### src/rtl/id_ex_stage_if.sv
// ID/EX stage bus: decoded ID fields and forwarding taps in, ALU operands and registered controls out.
// The master drives ID/forwarding inputs; the slave is the ID/EX register. bubble_cnt_o exists with ID_EX_BUBBLE_CNT_EN.
interface id_ex_stage_if #(
    parameter int XLEN   = 32,
    parameter int REG_AW = 5
);
    logic              stall_i;
    logic              flush_i;
    logic              valid_i;
    logic [XLEN-1:0]   pc_i;
    logic [XLEN-1:0]   rs1_data_i;
    logic [XLEN-1:0]   rs2_data_i;
    logic [XLEN-1:0]   imm_i;
    logic [REG_AW-1:0] rs1_addr_i;
    logic [REG_AW-1:0] rs2_addr_i;
    logic [REG_AW-1:0] rd_addr_i;
    logic [3:0]        alu_op_i;
    logic [1:0]        op1_sel_i;
    logic              op2_sel_i;
    logic              reg_write_i;
    logic              mem_read_i;
    logic              mem_write_i;
    logic [REG_AW-1:0] exmem_rd_i;
    logic              exmem_reg_write_i;
    logic [XLEN-1:0]   exmem_result_i;
    logic [REG_AW-1:0] memwb_rd_i;
    logic              memwb_reg_write_i;
    logic [XLEN-1:0]   memwb_result_i;
    logic              ex_valid_o;
    logic [XLEN-1:0]   op1_o;
    logic [XLEN-1:0]   op2_o;
    logic [3:0]        alu_op_o;
    logic [XLEN-1:0]   store_data_o;
    logic [REG_AW-1:0] rd_addr_o;
    logic              reg_write_o;
    logic              mem_read_o;
    logic              mem_write_o;
    logic              load_use_o;
`ifdef ID_EX_BUBBLE_CNT_EN
    logic [31:0]       bubble_cnt_o;
`endif

    modport master (
        output stall_i, flush_i, valid_i, pc_i, rs1_data_i, rs2_data_i, imm_i,
               rs1_addr_i, rs2_addr_i, rd_addr_i, alu_op_i, op1_sel_i, op2_sel_i,
               reg_write_i, mem_read_i, mem_write_i,
               exmem_rd_i, exmem_reg_write_i, exmem_result_i,
               memwb_rd_i, memwb_reg_write_i, memwb_result_i,
        input  ex_valid_o, op1_o, op2_o, alu_op_o, store_data_o, rd_addr_o,
               reg_write_o, mem_read_o, mem_write_o, load_use_o
`ifdef ID_EX_BUBBLE_CNT_EN
        , input bubble_cnt_o
`endif
    );

    modport slave (
        input  stall_i, flush_i, valid_i, pc_i, rs1_data_i, rs2_data_i, imm_i,
               rs1_addr_i, rs2_addr_i, rd_addr_i, alu_op_i, op1_sel_i, op2_sel_i,
               reg_write_i, mem_read_i, mem_write_i,
               exmem_rd_i, exmem_reg_write_i, exmem_result_i,
               memwb_rd_i, memwb_reg_write_i, memwb_result_i,
        output ex_valid_o, op1_o, op2_o, alu_op_o, store_data_o, rd_addr_o,
               reg_write_o, mem_read_o, mem_write_o, load_use_o
`ifdef ID_EX_BUBBLE_CNT_EN
        , output bubble_cnt_o
`endif
    );
endinterface

### src/rtl/id_ex_stage.sv
// ID/EX pipeline register with EX/MEM and MEM/WB operand forwarding and load-use detection.
// Latency: 1 cycle ID->registered fields; operands/forwarding and load_use_o are combinational.
// Backpressure: stall_i holds, flush_i or a load-use loads a bubble. Optional bubble counter: ID_EX_BUBBLE_CNT_EN.
module id_ex_stage #(
    parameter int XLEN   = 32,
    parameter int REG_AW = 5
) (
    input logic           clk_i,
    input logic           rst_i,
    id_ex_stage_if.slave  bus
);
    logic              valid_q;
    logic [XLEN-1:0]   pc_q, rs1_data_q, rs2_data_q, imm_q;
    logic [REG_AW-1:0] rs1_q, rs2_q, rd_q;
    logic [3:0]        alu_op_q;
    logic [1:0]        op1_sel_q;
    logic              op2_sel_q, reg_write_q, mem_read_q, mem_write_q;

    logic              rs1_used, rs2_used, load_use, load_bubble;
    logic [XLEN-1:0]   fwd_rs1, fwd_rs2;

    function automatic logic [XLEN-1:0] fwd_sel(
        input logic [REG_AW-1:0] rs,
        input logic [XLEN-1:0]   rf_data,
        input logic              em_we,
        input logic [REG_AW-1:0] em_rd,
        input logic [XLEN-1:0]   em_res,
        input logic              mw_we,
        input logic [REG_AW-1:0] mw_rd,
        input logic [XLEN-1:0]   mw_res
    );
        // x0 is hardwired; EX/MEM is younger than MEM/WB so it wins.
        if (rs == '0)                  return rf_data;
        else if (em_we && em_rd == rs) return em_res;
        else if (mw_we && mw_rd == rs) return mw_res;
        else                           return rf_data;
    endfunction

    always_comb begin
        rs1_used    = (bus.op1_sel_i == 2'b00);
        rs2_used    = !bus.op2_sel_i || bus.mem_write_i;
        load_use    = valid_q && mem_read_q && (rd_q != '0) && bus.valid_i &&
                      ((rs1_used && rd_q == bus.rs1_addr_i) ||
                       (rs2_used && rd_q == bus.rs2_addr_i));
        load_bubble = bus.flush_i || (!bus.stall_i && load_use);
        fwd_rs1     = fwd_sel(rs1_q, rs1_data_q, bus.exmem_reg_write_i, bus.exmem_rd_i,
                              bus.exmem_result_i, bus.memwb_reg_write_i, bus.memwb_rd_i,
                              bus.memwb_result_i);
        fwd_rs2     = fwd_sel(rs2_q, rs2_data_q, bus.exmem_reg_write_i, bus.exmem_rd_i,
                              bus.exmem_result_i, bus.memwb_reg_write_i, bus.memwb_rd_i,
                              bus.memwb_result_i);
    end

    always_ff @(posedge clk_i) begin
        if (rst_i || load_bubble) begin
            valid_q     <= 1'b0;
            pc_q        <= '0;
            rs1_data_q  <= '0;
            rs2_data_q  <= '0;
            imm_q       <= '0;
            rs1_q       <= '0;
            rs2_q       <= '0;
            rd_q        <= '0;
            alu_op_q    <= '0;
            op1_sel_q   <= '0;
            op2_sel_q   <= 1'b0;
            reg_write_q <= 1'b0;
            mem_read_q  <= 1'b0;
            mem_write_q <= 1'b0;
        end else if (!bus.stall_i) begin
            // An empty ID slot captures its data but carries no side effects.
            valid_q     <= bus.valid_i;
            pc_q        <= bus.pc_i;
            rs1_data_q  <= bus.rs1_data_i;
            rs2_data_q  <= bus.rs2_data_i;
            imm_q       <= bus.imm_i;
            rs1_q       <= bus.rs1_addr_i;
            rs2_q       <= bus.rs2_addr_i;
            rd_q        <= bus.valid_i ? bus.rd_addr_i : '0;
            alu_op_q    <= bus.valid_i ? bus.alu_op_i : 4'b0000;
            op1_sel_q   <= bus.op1_sel_i;
            op2_sel_q   <= bus.op2_sel_i;
            reg_write_q <= bus.valid_i && bus.reg_write_i;
            mem_read_q  <= bus.valid_i && bus.mem_read_i;
            mem_write_q <= bus.valid_i && bus.mem_write_i;
        end
    end

`ifdef ID_EX_BUBBLE_CNT_EN
    logic [31:0] bubble_cnt_q;

    always_ff @(posedge clk_i) begin
        if (rst_i)
            bubble_cnt_q <= '0;
        else if (load_bubble || (!bus.stall_i && !bus.valid_i))
            bubble_cnt_q <= bubble_cnt_q + 32'd1;
    end

    assign bus.bubble_cnt_o = bubble_cnt_q;
`endif

    always_comb begin
        unique case (op1_sel_q)
            2'b00:   bus.op1_o = fwd_rs1;
            2'b01:   bus.op1_o = pc_q;
            default: bus.op1_o = '0;
        endcase
    end

    assign bus.op2_o        = op2_sel_q ? imm_q : fwd_rs2;
    assign bus.store_data_o = fwd_rs2;
    assign bus.ex_valid_o   = valid_q;
    assign bus.alu_op_o     = alu_op_q;
    assign bus.rd_addr_o    = rd_q;
    assign bus.reg_write_o  = reg_write_q;
    assign bus.mem_read_o   = mem_read_q;
    assign bus.mem_write_o  = mem_write_q;
    assign bus.load_use_o   = load_use;
endmodule

### src/flat_wrapper.sv
// flat-port wrapper written by rule: the top's interface ports become plain ports
module id_ex_stage_flat 
#(
    parameter int XLEN   = 32,
    parameter int REG_AW = 5
)
  (clk_i, rst_i, bus_stall_i, bus_flush_i, bus_valid_i, bus_pc_i, bus_rs1_data_i, bus_rs2_data_i, bus_imm_i, bus_rs1_addr_i, bus_rs2_addr_i, bus_rd_addr_i, bus_alu_op_i, bus_op1_sel_i, bus_op2_sel_i, bus_reg_write_i, bus_mem_read_i, bus_mem_write_i, bus_exmem_rd_i, bus_exmem_reg_write_i, bus_exmem_result_i, bus_memwb_rd_i, bus_memwb_reg_write_i, bus_memwb_result_i, bus_ex_valid_o, bus_op1_o, bus_op2_o, bus_alu_op_o, bus_store_data_o, bus_rd_addr_o, bus_reg_write_o, bus_mem_read_o, bus_mem_write_o, bus_load_use_o);
  id_ex_stage_if #(.XLEN(XLEN), .REG_AW(REG_AW)) bus_i ();
  input logic clk_i;
  input logic rst_i;
  input wire logic [$bits(bus_i.stall_i)-1:0] bus_stall_i;
  input wire logic [$bits(bus_i.flush_i)-1:0] bus_flush_i;
  input wire logic [$bits(bus_i.valid_i)-1:0] bus_valid_i;
  input wire logic [$bits(bus_i.pc_i)-1:0] bus_pc_i;
  input wire logic [$bits(bus_i.rs1_data_i)-1:0] bus_rs1_data_i;
  input wire logic [$bits(bus_i.rs2_data_i)-1:0] bus_rs2_data_i;
  input wire logic [$bits(bus_i.imm_i)-1:0] bus_imm_i;
  input wire logic [$bits(bus_i.rs1_addr_i)-1:0] bus_rs1_addr_i;
  input wire logic [$bits(bus_i.rs2_addr_i)-1:0] bus_rs2_addr_i;
  input wire logic [$bits(bus_i.rd_addr_i)-1:0] bus_rd_addr_i;
  input wire logic [$bits(bus_i.alu_op_i)-1:0] bus_alu_op_i;
  input wire logic [$bits(bus_i.op1_sel_i)-1:0] bus_op1_sel_i;
  input wire logic [$bits(bus_i.op2_sel_i)-1:0] bus_op2_sel_i;
  input wire logic [$bits(bus_i.reg_write_i)-1:0] bus_reg_write_i;
  input wire logic [$bits(bus_i.mem_read_i)-1:0] bus_mem_read_i;
  input wire logic [$bits(bus_i.mem_write_i)-1:0] bus_mem_write_i;
  input wire logic [$bits(bus_i.exmem_rd_i)-1:0] bus_exmem_rd_i;
  input wire logic [$bits(bus_i.exmem_reg_write_i)-1:0] bus_exmem_reg_write_i;
  input wire logic [$bits(bus_i.exmem_result_i)-1:0] bus_exmem_result_i;
  input wire logic [$bits(bus_i.memwb_rd_i)-1:0] bus_memwb_rd_i;
  input wire logic [$bits(bus_i.memwb_reg_write_i)-1:0] bus_memwb_reg_write_i;
  input wire logic [$bits(bus_i.memwb_result_i)-1:0] bus_memwb_result_i;
  output wire logic [$bits(bus_i.ex_valid_o)-1:0] bus_ex_valid_o;
  output wire logic [$bits(bus_i.op1_o)-1:0] bus_op1_o;
  output wire logic [$bits(bus_i.op2_o)-1:0] bus_op2_o;
  output wire logic [$bits(bus_i.alu_op_o)-1:0] bus_alu_op_o;
  output wire logic [$bits(bus_i.store_data_o)-1:0] bus_store_data_o;
  output wire logic [$bits(bus_i.rd_addr_o)-1:0] bus_rd_addr_o;
  output wire logic [$bits(bus_i.reg_write_o)-1:0] bus_reg_write_o;
  output wire logic [$bits(bus_i.mem_read_o)-1:0] bus_mem_read_o;
  output wire logic [$bits(bus_i.mem_write_o)-1:0] bus_mem_write_o;
  output wire logic [$bits(bus_i.load_use_o)-1:0] bus_load_use_o;
  assign bus_i.stall_i = bus_stall_i;
  assign bus_i.flush_i = bus_flush_i;
  assign bus_i.valid_i = bus_valid_i;
  assign bus_i.pc_i = bus_pc_i;
  assign bus_i.rs1_data_i = bus_rs1_data_i;
  assign bus_i.rs2_data_i = bus_rs2_data_i;
  assign bus_i.imm_i = bus_imm_i;
  assign bus_i.rs1_addr_i = bus_rs1_addr_i;
  assign bus_i.rs2_addr_i = bus_rs2_addr_i;
  assign bus_i.rd_addr_i = bus_rd_addr_i;
  assign bus_i.alu_op_i = bus_alu_op_i;
  assign bus_i.op1_sel_i = bus_op1_sel_i;
  assign bus_i.op2_sel_i = bus_op2_sel_i;
  assign bus_i.reg_write_i = bus_reg_write_i;
  assign bus_i.mem_read_i = bus_mem_read_i;
  assign bus_i.mem_write_i = bus_mem_write_i;
  assign bus_i.exmem_rd_i = bus_exmem_rd_i;
  assign bus_i.exmem_reg_write_i = bus_exmem_reg_write_i;
  assign bus_i.exmem_result_i = bus_exmem_result_i;
  assign bus_i.memwb_rd_i = bus_memwb_rd_i;
  assign bus_i.memwb_reg_write_i = bus_memwb_reg_write_i;
  assign bus_i.memwb_result_i = bus_memwb_result_i;
  assign bus_ex_valid_o = bus_i.ex_valid_o;
  assign bus_op1_o = bus_i.op1_o;
  assign bus_op2_o = bus_i.op2_o;
  assign bus_alu_op_o = bus_i.alu_op_o;
  assign bus_store_data_o = bus_i.store_data_o;
  assign bus_rd_addr_o = bus_i.rd_addr_o;
  assign bus_reg_write_o = bus_i.reg_write_o;
  assign bus_mem_read_o = bus_i.mem_read_o;
  assign bus_mem_write_o = bus_i.mem_write_o;
  assign bus_load_use_o = bus_i.load_use_o;
  id_ex_stage #(.XLEN(XLEN), .REG_AW(REG_AW)) u_core (.clk_i(clk_i), .rst_i(rst_i), .bus(bus_i));
endmodule
### config.mk
export PLATFORM = sky130hd
export DESIGN_NAME = id_ex_stage_flat
export DESIGN_NICKNAME = d
export VERILOG_FILES = /design/src/rtl/id_ex_stage_if.sv /design/src/rtl/id_ex_stage.sv /design/src/flat_wrapper.sv
export SDC_FILE = /design/constraint.sdc
export NUM_CORES = 1
export LEC_CHECK = 0
export CAP_MARGIN = 20
export CORE_MARGIN = 4
export CORE_UTILIZATION = 49
export DETAILED_ROUTE_END_ITERATION = 10
export PLACE_DENSITY_LB_ADDON = 0.3
export SYNTH_ARGS = -nofsm -noshare
export SYNTH_HDL_FRONTEND = slang
export SYNTH_SLANG_ARGS = --single-unit
### constraint.sdc
create_clock -name clk_i -period 4.95 [get_ports clk_i]
set_clock_uncertainty 0.15 [all_clocks]
set_input_delay 1.485 -clock clk_i [delete_from_list [all_inputs] [get_ports clk_i]]
set_output_delay 1.485 -clock clk_i [all_outputs]
set_load 0.005 [all_outputs]
# [After elaboration in Yosys (flattened, before gate mapping)]
# Index checks and enable logic that the tools add are counted.
[classes] eq_ne=7 n_mux=10 n_reduce_logical=25
[op_table] cell="$mux 32" n=7
[op_table] cell="$pmux 32 s2" n=1
[op_table] cell="$eq 5x5->1" n=6
[op_table] cell="$logic_and 1x1->1" n=14
[op_table] cell="$logic_not 5->1" n=2
[op_table] cell="$mux 5" n=1
[op_table] cell="$reduce_bool 5->1" n=1
[op_table] cell="$logic_not 2->1" n=2
[op_table] cell="$logic_or 1x1->1" n=4
[op_table] cell="$mux 4" n=1
[op_table] cell="$eq 2x1->1 const B" n=1
[op_table] cell="$logic_not 1->1" n=2
[word_totals] ff_bits=154 in_bits=234 out_inout_bits=110 word_cells=56

# [Logic depth before layout (Yosys ltp)]
# Gate-level depths: netlist (run 1).
[depth] ltp_word=8 ltp_mapped=8 depth_no_buf=5

# [Worst setup path after synthesis (run 1)]
# Ideal clock, no wire load.
[synth_timing] path_kind="input -> output" from="input port bus_memwb_rd_i[1]" to="output port bus_store_data_o[10]" arrival_time_ns=2.811 path_slack_ns=0.504 cell_stages=8 n_path_buf=3 cell_sequence="xnor2_1 -> nand4_1 -> or3_1 -> buf_2 -> and2_1 -> buf_4 -> buf_6 -> o2bb2ai_1"
[synth_via] elab_chain_cells=5
[synth_lines] element="start, declared" line_no="flat_wrapper.sv:30" rtl="input wire logic [$bits(bus_i.memwb_rd_i)-1:0] bus_memwb_rd_i;"
[synth_lines] element="$eq 5x5->1" line_no="id_ex_stage.sv:35" rtl="else if (mw_we && mw_rd == rs) return mw_res;"
[synth_lines] element="$logic_and 1x1->1" line_no="id_ex_stage.sv:35"
[synth_lines] element="$mux 32" line_no="id_ex_stage.sv:35"
[synth_lines] element="$mux 32" line_no="id_ex_stage.sv:34" rtl="else if (em_we && em_rd == rs) return em_res;"
[synth_lines] element="$mux 32" line_no="id_ex_stage.sv:33" rtl="if (rs == '0) return rf_data;"
[synth_lines] element="end, declared" line_no="flat_wrapper.sv:37" rtl="output wire logic [$bits(bus_i.store_data_o)-1:0] bus_store_data_o;"
# No other way between the ends.

# [Final worst setup path (run 1)]
[layout_timing] from="input port bus_memwb_rd_i[0]" to="output port bus_op1_o[12]"
[layout_via] elab_chain_cells=6
[layout_lines] element="$eq 5x5->1" line_no="id_ex_stage.sv:35"
[layout_lines] element="$logic_and 1x1->1" line_no="id_ex_stage.sv:35"
[layout_lines] element="$mux 32" line_no="id_ex_stage.sv:35"
[layout_lines] element="$mux 32" line_no="id_ex_stage.sv:34"
[layout_lines] element="$mux 32" line_no="id_ex_stage.sv:33"
[layout_lines] element="$pmux 32 s2" line_no="id_ex_stage.sv:103" rtl="unique case (op1_sel_q)"
[layout_lines] element="end, declared" line_no="flat_wrapper.sv:34" rtl="output wire logic [$bits(bus_i.op1_o)-1:0] bus_op1_o;"
# No other way between the ends.

==> results.cfg, run 1 <==
[run_status]
status = complete, but fails checks
violations = negative setup slack

[sta]
slew_viol_final = 0
worstMarginPinSlew_ns = 0.922
fmax_ghz = 0.196
setup_slack_ns = -0.146
setup_viol = 18
period_needed_ns = 5.10
hold_violations = 0
fin_crit_sh_pct = 103
fin_setup_tns_ns = -0.467
slew-limit-headroom_pct = 38.4

[finish]
drive_gt1_share_pct = 31.4
syn2layout_area_growth_pct = 61.0
final_nets = 1546
final_common_cell = clkdlybuf4s50_1
final_cell_mix = 231 x clkdlybuf4s50_1, 153 x dfxtp_1, 142 x mux2i_1

[power_and_ir_drop]
p_sw_mw = 0.987
comb_power_share_pct = 22.4
peakVddDrop_v = 0.000263
powerDensity_mw_per_mm2 = 227
pwr-share-clk_pct = 38.7
seqPwrFrac_pct = 39.0
p_leak_nw = 5.71
p_int_mw = 2.38
switching_share_pct = 29.3
finalPower_mw = 3.37

[yosys]
synth_edf_count = 0
synth_warnings = 0
async_flop_share_pct = 0
netlist-cell-type-count = 41
avgSynthCellArea_sq_um = 9.52
synth_cells = 967
ys_ff_latch = 154
synth_nets = 1201
synth_top_flop_cell = dfxtp_1
synth.yosys.seq_area_share_pct = 33.5
syn_area_sq_mm = 0.00921

[critical_path]
cp.arrival_ns = 3.46
start_kind = input pin
cp.required_ns = 3.31
cp_max_fo = 8
crit_path_cell_trace = clkdlybuf4s15_1 > xor2_1 > nor4_1 > and3_1 > buf_4 > o22ai_4 > buf_12 > a221oi_1 > clkbuf_2
cp-end-kind = output port
slowest_stage = a221oi_1
reg2reg_depth = 7
max_stage_delay_ns = 0.35
worstSetupPathType = input pin to output port

[drt]
wl_per_cell_microns = 27.8
routed_wl_microns = 43200
ant_nets = 0
vias = 10500
drt_iter0_drc = 976
drc_errors = 0
viasPerCell = 6.75
firstDrtPassIters = 5

[global_route]
antenna_found_initial = 2
grt_max_degree = 82
grt_pass1_wl_microns = 63200
grt_pass1_vias = 10400
grt_usage_pct = 37.7
grt.overflow.total = 0

[clock_tree]
path_clk_slew_ns = 0.07
clockBufferDepth = 2
cts_sinks = 154
clk_latency_ns = 0.43
cts_tree = yes
htree_levels = 4
cts_buffers = 17
root_buffer = clkbuf_16

[floorplanning]
fp.dieH_microns = 145
coreArea_sq_mm = 0.0182
ios = 344
fp.dieArea_sq_mm = 0.0211
fp.dieW_microns = 145
start_util_pct = 50.6
num_rows = 49

[placement]
place.detailed.hpwl_microns = 26500
gp_congestion = 0.934
dp_slack_ns = -0.888
port_buffers = 343

[worst_hold_path]
hp-class = flop to flop
holdPathStages = 2

[job]
maxCapViolations = 0
==> repair_timing <==
item | 4_1_cts | 5_1_grt
setup endpoints to repair | 97 | 93
cloned | 6 | 2
pin swaps | 23 | 26
buffers inserted | 25 | 0
hold buffers | 0 | 0
resized for setup | 498 | 101
==> cell usage after synthesis, types with 2 or more instances <==
cell,number,area share [%]
a21oi_1,2,0.11
nor2_1,33,1.3
or4_1,3,0.24
buf_6,10,1.2
nor4_2,60,8.2
or3_1,2,0.14
a221oi_1,32,3.0
xor2_1,13,1.2
clkbuf_1,79,3.2
inv_1,33,1.3
a32oi_1,32,3.0
and3_1,2,0.14
nor4_1,97,6.6
buf_4,4,0.33
nand2_1,2,0.082
nand4_1,3,0.20
o221ai_1,32,3.0
nor3_1,32,1.7
dfxtp_1,154,33
nor2b_1,33,2.2
xnor2_1,17,1.6
a22oi_1,12,0.98
buf_2,25,1.4
mux2i_1,173,19
o2bb2ai_1,32,3.0
o21ai_0,33,1.8
buf_1,3,0.12
==> registers in the layout, summed over array words and instances, names as in the netlist, 2 cells and up <==
register	cells
u_core.op1_sel_q	2
u_core.pc_q	32
u_core.rs2_data_q	32
u_core.rs1_data_q	32
u_core.rs1_q	5
u_core.bus.rd_addr_o	5
u_core.bus.alu_op_o	4
u_core.rs2_q	5
u_core.imm_q	32
==> layer usage <==
layer  track usage [%]  up-vias  part of all wire (%)
li1                  -     4470                     -
met1              46.5     5077                    37
met2              60.6      766                    47
met3              10.7      178                    11
met4              19.2        2                   5.4
met5                 0        -                 0.030
==> per-stage QoR <==
step                cell area [sq um]  utilization [%]  std cells  hold WS (ns)
floorplan                        9210                -        967         0.355
global placement                13200             72.5       1503         0.367
detailed placement              13200             72.5       1504         0.372
CTS                             14700             80.5       1559         0.388
global route                    14800             81.4       1555         0.411
finish                          14800             81.4       1555         0.384
==> cells by family (layout without fill, tap and decap cells) <==
| group | count (synthesis) | count (layout) | share of synthesized area (%) |
|---|---|---|---|
| and+or+nand+nor | 275 | 275 | 21.5 |
| AOI/OAI and AO/OA | 179 | 179 | 15.5 |
| muxes | 173 | 173 | 18.8 |
| buffers and inverters | 156 | 514 | 7.80 |
| DFF | 154 | 154 | 33.5 |
| xor gates and xnor gates | 30 | 30 | 2.85 |
| other | 0 | 1 | 0 |
==> cell type report <==
type | instances | area (sq um)
Antenna cell | 1 | 2.50
Timing Repair Buffer | 448 | 4310
Sequential cell | 154 | 3080
Fill cell | 1105 | 3380
Multi-Input combinational cell | 657 | 6430
Tap cell | 229 | 287
Clock inverter | 14 | 136
Clock buffer | 18 | 439
Inverter | 34 | 128
==> final timing paths <==
kind                           startpoint         endpoint  slack (ns)
hold reg to reg           u_core.imm_q[9]  u_core.imm_q[9]        0.38
setup reg to reg  u_core.bus.rd_addr_o[0]  u_core.pc_q[11]        2.03
hold / removal            u_core.imm_q[9]  u_core.imm_q[9]        0.38
setup / recovery        bus_memwb_rd_i[0]    bus_op1_o[12]       -0.15
==> worst max-delay path, delay by kind of cell <==
family / cells / cell delay [ns]
AOI/OAI and AO/OA: 2 / 0.47
xor gates and xnor gates: 1 / 0.16
and+or+nand+nor: 2 / 0.59
buffers and inverters: 4 / 0.74
==> power groups by stage <==
| stage | sequential (mW) | clock [mW] | combinational (mW) |
|---|---|---|---|
| after floorplan | 1.33 | 0 | 0.304 |
| after global placement | 1.33 | 0 | 0.678 |
| after detailed placement | 1.33 | 0 | 0.685 |
| after CTS | 1.31 | 1.30 | 0.713 |
| after global routing | 1.31 | 1.36 | 0.788 |
| final | 1.31 | 1.30 | 0.753 |
Note: power is estimated with default switching activity, not from simulation.
==> inputs of run 2 (changes only) <==
--- a/config.mk
+++ b/config.mk
@@ -7,9 +7,8 @@
 export LEC_CHECK = 0
 export CAP_MARGIN = 20
 export CORE_MARGIN = 4
-export CORE_UTILIZATION = 49
+export CORE_UTILIZATION = 30
 export DETAILED_ROUTE_END_ITERATION = 10
-export PLACE_DENSITY_LB_ADDON = 0.3
 export SYNTH_ARGS = -nofsm -noshare
 export SYNTH_HDL_FRONTEND = slang
 export SYNTH_SLANG_ARGS = --single-unit
==> results.cfg, run 2 (synthesis results as in run 1) <==
[clock_tree]
clockBufferDepth = 2
htree_levels = 4
path_clk_slew_ns = 0.07
root_buffer = clkbuf_16
cts_tree = yes
clk_latency_ns = 0.43
cts_buffers = 17
cts_sinks = 154
hold_buffers = 0

[critical_path]
cp-end-kind = output port
max_stage_delay_ns = 0.30
critical-path-top-cell-by-count = buf_4
cp_max_fo = 7
worstSetupPathType = input pin to output port
slowest_stage = nor4_2
cp.required_ns = 3.31
crit_path_cell_trace = buf_4 > xor2_1 > nor4_2 > buf_4 > and3_4 > nor3b_4 > buf_6 > buf_16 > a221oi_2 > buf_2
cp.arrival_ns = 3.27
start_kind = input pin

[floorplanning]
fp.dieW_microns = 183
num_rows = 63
ios = 344
fp.dieArea_sq_mm = 0.0336
start_util_pct = 30.7
fp.dieH_microns = 183
coreArea_sq_mm = 0.0300

[sta]
fmax_ghz = 0.204
worstMarginPinSlew_ns = 0.917
rsz0062_at_grt = yes
slew_viol_final = 0
slew-limit-headroom_pct = 38.8
period_needed_ns = 4.91
setup_viol = 0
fin_crit_sh_pct = 99.1
hold_violations = 0

[power_and_ir_drop]
seqPwrFrac_pct = 39.1
p_leak_nw = 5.64
finalPower_mw = 3.34
peakVddDrop_v = 0.000182
switching_share_pct = 30.6
comb_power_share_pct = 21.8
powerDensity_mw_per_mm2 = 228
p_int_mw = 2.32
p_sw_mw = 1.02
pwr-share-clk_pct = 39.1

[job]
maxCapViolations = 0

[global_route]
grt_usage_pct = 25.0
grt_pass1_vias = 9805
grt-busiest-layer = met2
grt_pass1_wl_microns = 64300
use_met3_pct = 6.31
antenna_found_initial = 6
grt.overflow.total = 0
grt_max_degree = 81
grt.met2_usage_pct = 39.4
gr-usage-met1_pct = 34.3

[drt]
viasPerCell = 5.68
drt_iter0_drc = 828
ant_nets = 0
routed_wl_microns = 44100
firstDrtPassIters = 5
drc_errors = 0
wl_per_cell_microns = 25.6
vias = 9762

[placement]
port_buffers = 343
gp_congestion = 0.807
place_area_sq_mm = 0.0133
place.detailed.hpwl_microns = 29200

[finish]
final_cell_mix = 232 x clkdlybuf4s50_1, 157 x mux2i_1, 153 x dfxtp_1
final_common_cell = clkdlybuf4s50_1
final_nets = 1548
drive_gt1_share_pct = 29.9
syn2layout_area_growth_pct = 59.1
final_area_sq_mm = 0.0146
fill_cells = 2879

[worst_hold_path]
hp-class = flop to flop

[run_status]
status = finished, final reports clean
## run 2: area by class of cell
cell class / instances / area [sq um] / area share, %
multi-input combinational: 657 / 6120 / 41.8
timing repair buffer: 450 / 4260 / 29.1
sequential: 154 / 3080 / 21.1
tap: 390 / 488 / 3.33
clock buffer: 17 / 425 / 2.90
clock inverter: 15 / 130 / 0.888
inverter: 34 / 128 / 0.871
antenna: 3 / 7.51 / 0.0512
## run 2: path summary, 6_finish.rpt
| check | startpoint | end | slack [ns] | cells after the start |
|---|---|---|---|---|
| max reg2reg | u_core.bus.rd_addr_o[0] | u_core.imm_q[29] | 2.26 | 7 |
| min | u_core.imm_q[9] | u_core.imm_q[9] | 0.39 | 2 |
| min reg2reg | u_core.imm_q[9] | u_core.imm_q[9] | 0.39 | 2 |
| max | bus_exmem_rd_i[4] | bus_op1_o[6] | 0.04 | 10 |
## run 2: timing repair
item	4_1_cts	5_1_grt
buffers inserted	27	2
cloned	11	0
gates resized for setup	549	28
pin swaps	27	13
setup endpoints to repair	97	75
## run 2: stage by stage
stage | cells | worst slack [ns] | hold slack [ns] | utilization (%) | setup TNS [ns]
4_1_cts | 1718 | -0.0657 | 0.388 | 48.9 | -0.250
6_report | 1720 | 0.0442 | 0.389 | 48.9 | 0
5_1_grt | 1720 | -0.0215 | 0.411 | 48.9 | -0.111
3_3_place_gp | 1648 | -0.847 | 0.366 | 44.3 | -65.03
3_5_place_dp | 1648 | -0.867 | 0.372 | 44.3 | -64.44
2_1_floorplan | 967 | 0.504 | 0.355 | - | 0
## run 2: power groups by stage
stage	Combinational (mW)	Clock, mW	Sequential, mW
final	0.731	1.31	1.31
after global routing	0.776	1.38	1.31
after CTS	0.727	1.33	1.31
after detailed placement	0.702	0	1.33
after global placement	0.701	0	1.33
after floorplan	0.304	0	1.33
## run 2: routing by layer
layer,vias to the layer above,share of wire (%)
met3,46,8.5
met2,446,46
met5,-,0.059
li1,4475,-
met4,4,1.9
met1,4791,43
## run 2: worst max-delay path: cells and delay by family
family          cells  cell delay [ns]
compound gates      1             0.29
xor+xnor            1             0.15
buf+inv             5             0.76
simple gates        3             0.56
==> inputs of run 3 (changes only) <==
==> constraint.sdc (replaced) <==
create_clock -name clk_i -period 4.95 [get_ports clk_i]
set_clock_uncertainty 0.15 [all_clocks]
set_input_delay 1.485 -clock clk_i [delete_from_list [all_inputs] [get_ports clk_i]]
set_output_delay 1.485 -clock clk_i [all_outputs]
set_load 0.01 [all_outputs]
==> results.cfg, run 3 (synthesis results as in run 1) <==
[critical_path]
worstSetupPathType = input pin to output port
slowest_stage = mux2i_4
cp_top_family = buffers and inverters
start_kind = input pin
r2r_end = u_core.pc_q[23]
max_stage_delay_ns = 0.34
cp.required_ns = 3.31
rr_startpoint = u_core.bus.rd_addr_o[0]
reg2reg_depth = 7
cp-end-kind = output port
path_buf_inv = 7
reg2reg_slack_ns = 2.29
critical-path-top-cell-by-count = buf_6
cp.arrival_ns = 3.35
cp_max_fo = 7
crit_path_cell_trace = buf_6 > buf_6 > xnor2_2 > nand4_1 > buf_4 > nor2_4 > buf_12 > buf_16 > mux2i_4 > buf_6 > o2bb2ai_2 > buf_2

[power_and_ir_drop]
comb_power_share_pct = 22.9
powerDensity_mw_per_mm2 = 223
peakVddDrop_v = 0.000179
finalPower_mw = 3.34
pwr-share-clk_pct = 37.9
p_int_mw = 2.35
seqPwrFrac_pct = 39.1
p_sw_mw = 0.995
switching_share_pct = 29.8
p_leak_nw = 5.72

[job]
maxCapViolations = 0

[drt]
ant_nets = 0
wl_per_cell_microns = 25.6
viasPerCell = 5.69
routed_wl_microns = 44200
vias = 9818
drt_iter0_drc = 694
firstDrtPassIters = 5
drc_errors = 0

[sta]
fin_crit_sh_pct = 101
setup_slack_ns = -0.0378
slew-limit-headroom_pct = 37.2
setup_viol = 4
rsz0062_at_grt = yes
worstMarginPinSlew_ns = 0.940
fmax_ghz = 0.200
period_needed_ns = 4.99
hold_violations = 0
fin_setup_tns_ns = -0.0834
slew_viol_final = 0

[floorplanning]
fp.dieW_microns = 183
fp.dieH_microns = 183
num_rows = 63
start_util_pct = 30.7
ios = 344
coreArea_sq_mm = 0.0300
fp.dieArea_sq_mm = 0.0336

[finish]
syn2layout_area_growth_pct = 62.6
final_cell_mix = 231 x clkdlybuf4s50_1, 153 x mux2i_1, 153 x dfxtp_1
final_nets = 1557
final_common_cell = clkdlybuf4s50_1
antennaDiodeCount = 0
drive_gt1_share_pct = 31.1

[clock_tree]
clockBufferDepth = 2
path_clk_slew_ns = 0.07
cts_sinks = 154
root_buffer = clkbuf_16
htree_levels = 4
hold_buffers = 0
cts_tree = yes
clk_latency_ns = 0.43
cts_buffers = 17

[run_status]
status = complete, but fails checks
violations = negative setup slack

[placement]
dp_slack_ns = -0.939
gp_congestion = 0.802
port_buffers = 343
place.detailed.hpwl_microns = 29400

[global_route]
grt.overflow.total = 0
grt_max_degree = 83
grt_pass1_vias = 9818
grt_usage_pct = 24.6
antenna_found_initial = 2
grt_pass1_wl_microns = 63300

[worst_hold_path]
hold_start = u_core.imm_q[23]
holdPathStages = 2
hold_end = u_core.imm_q[23]
hp-class = flop to flop
## run 3: changes by cell type in the layout (fill, tap and decap cells not counted), sizes merged
cell / previous run / this run
buf: 199 / 203
bufbuf: 0 / 1
clkbuf: 28 / 32
clkdlybuf4s15: 4 / 8
clkdlybuf4s50: 232 / 231
clkinv: 4 / 3
clkinvlp: 0 / 5
diode: 3 / 0
dlygate4sd2: 4 / 5
inv: 45 / 37
## run 3: power groups by stage
stage | clock network (mW) | logic [mW] | registers (mW)
after CTS | 1.30 | 0.736 | 1.31
after floorplan | 0 | 0.319 | 1.33
after detailed placement | 0 | 0.723 | 1.33
final | 1.27 | 0.766 | 1.31
after global routing | 1.34 | 0.812 | 1.31
after global placement | 0 | 0.719 | 1.33
## run 3: worst max path at each step
stage	from	end	slack (ns)	depth (start not counted)
after global placement	bus_exmem_rd_i[4]	bus_op2_o[28]	-0.94	11
after CTS	bus_exmem_rd_i[4]	bus_op2_o[28]	-0.009	12
after global routing	bus_exmem_rd_i[4]	bus_store_data_o[0]	-0.11	13
final	bus_exmem_rd_i[4]	bus_store_data_o[26]	-0.04	12
after floorplan	bus_exmem_rd_i[4]	bus_op1_o[0]	0.40	6
after detailed placement	bus_exmem_rd_i[4]	bus_store_data_o[28]	-0.94	11
## run 3: per-stage QoR
stage	cells	utilization (%)	area (sq um)	hold slack, ns
after floorplan	967	-	9210	0.355
after global placement	1654	44.5	13300	0.364
after detailed placement	1654	44.5	13300	0.374
after CTS	1718	48.6	14600	0.387
after global routing	1726	50.0	15000	0.401
final	1726	50.0	15000	0.384
## run 3: layout make-up
type | instances | area, sq um
clock buffer | 21 | 460
inverter | 34 | 128
multi-input combinational | 657 | 6240
timing repair buffer | 459 | 4490
clock inverter | 11 | 86.3
tap | 390 | 488
fill | 2833 | 15000
sequential | 154 | 3080
## run 3: what timing repair did
action | 4_1_cts | 5_1_grt
pin swaps | 21 | 9
buffers inserted | 23 | 6
cloned | 9 | 3
endpoints found under the setup margin | 97 | 92
resized for setup | 510 | 111
hold endpoints to repair | 0 | 0
## run 3: worst register-to-register path: stages (launching register included)
cell and delay [ns]:
dfxtp_1 0.48, xnor2_1 0.16, nand4_1 0.12, or4_1 0.52
buf_4 0.17, a211oi_4 0.37, buf_12 0.34, nor4_1 0.19
## run 3: per-layer routing
layer,vias up,track usage [%],part of all wire (%)
met3,59,5.75,7.5
li1,4494,-,-
met4,4,6.94,2.6
met2,419,39.1,46
met5,-,0,0.034
met1,4842,33.5,44
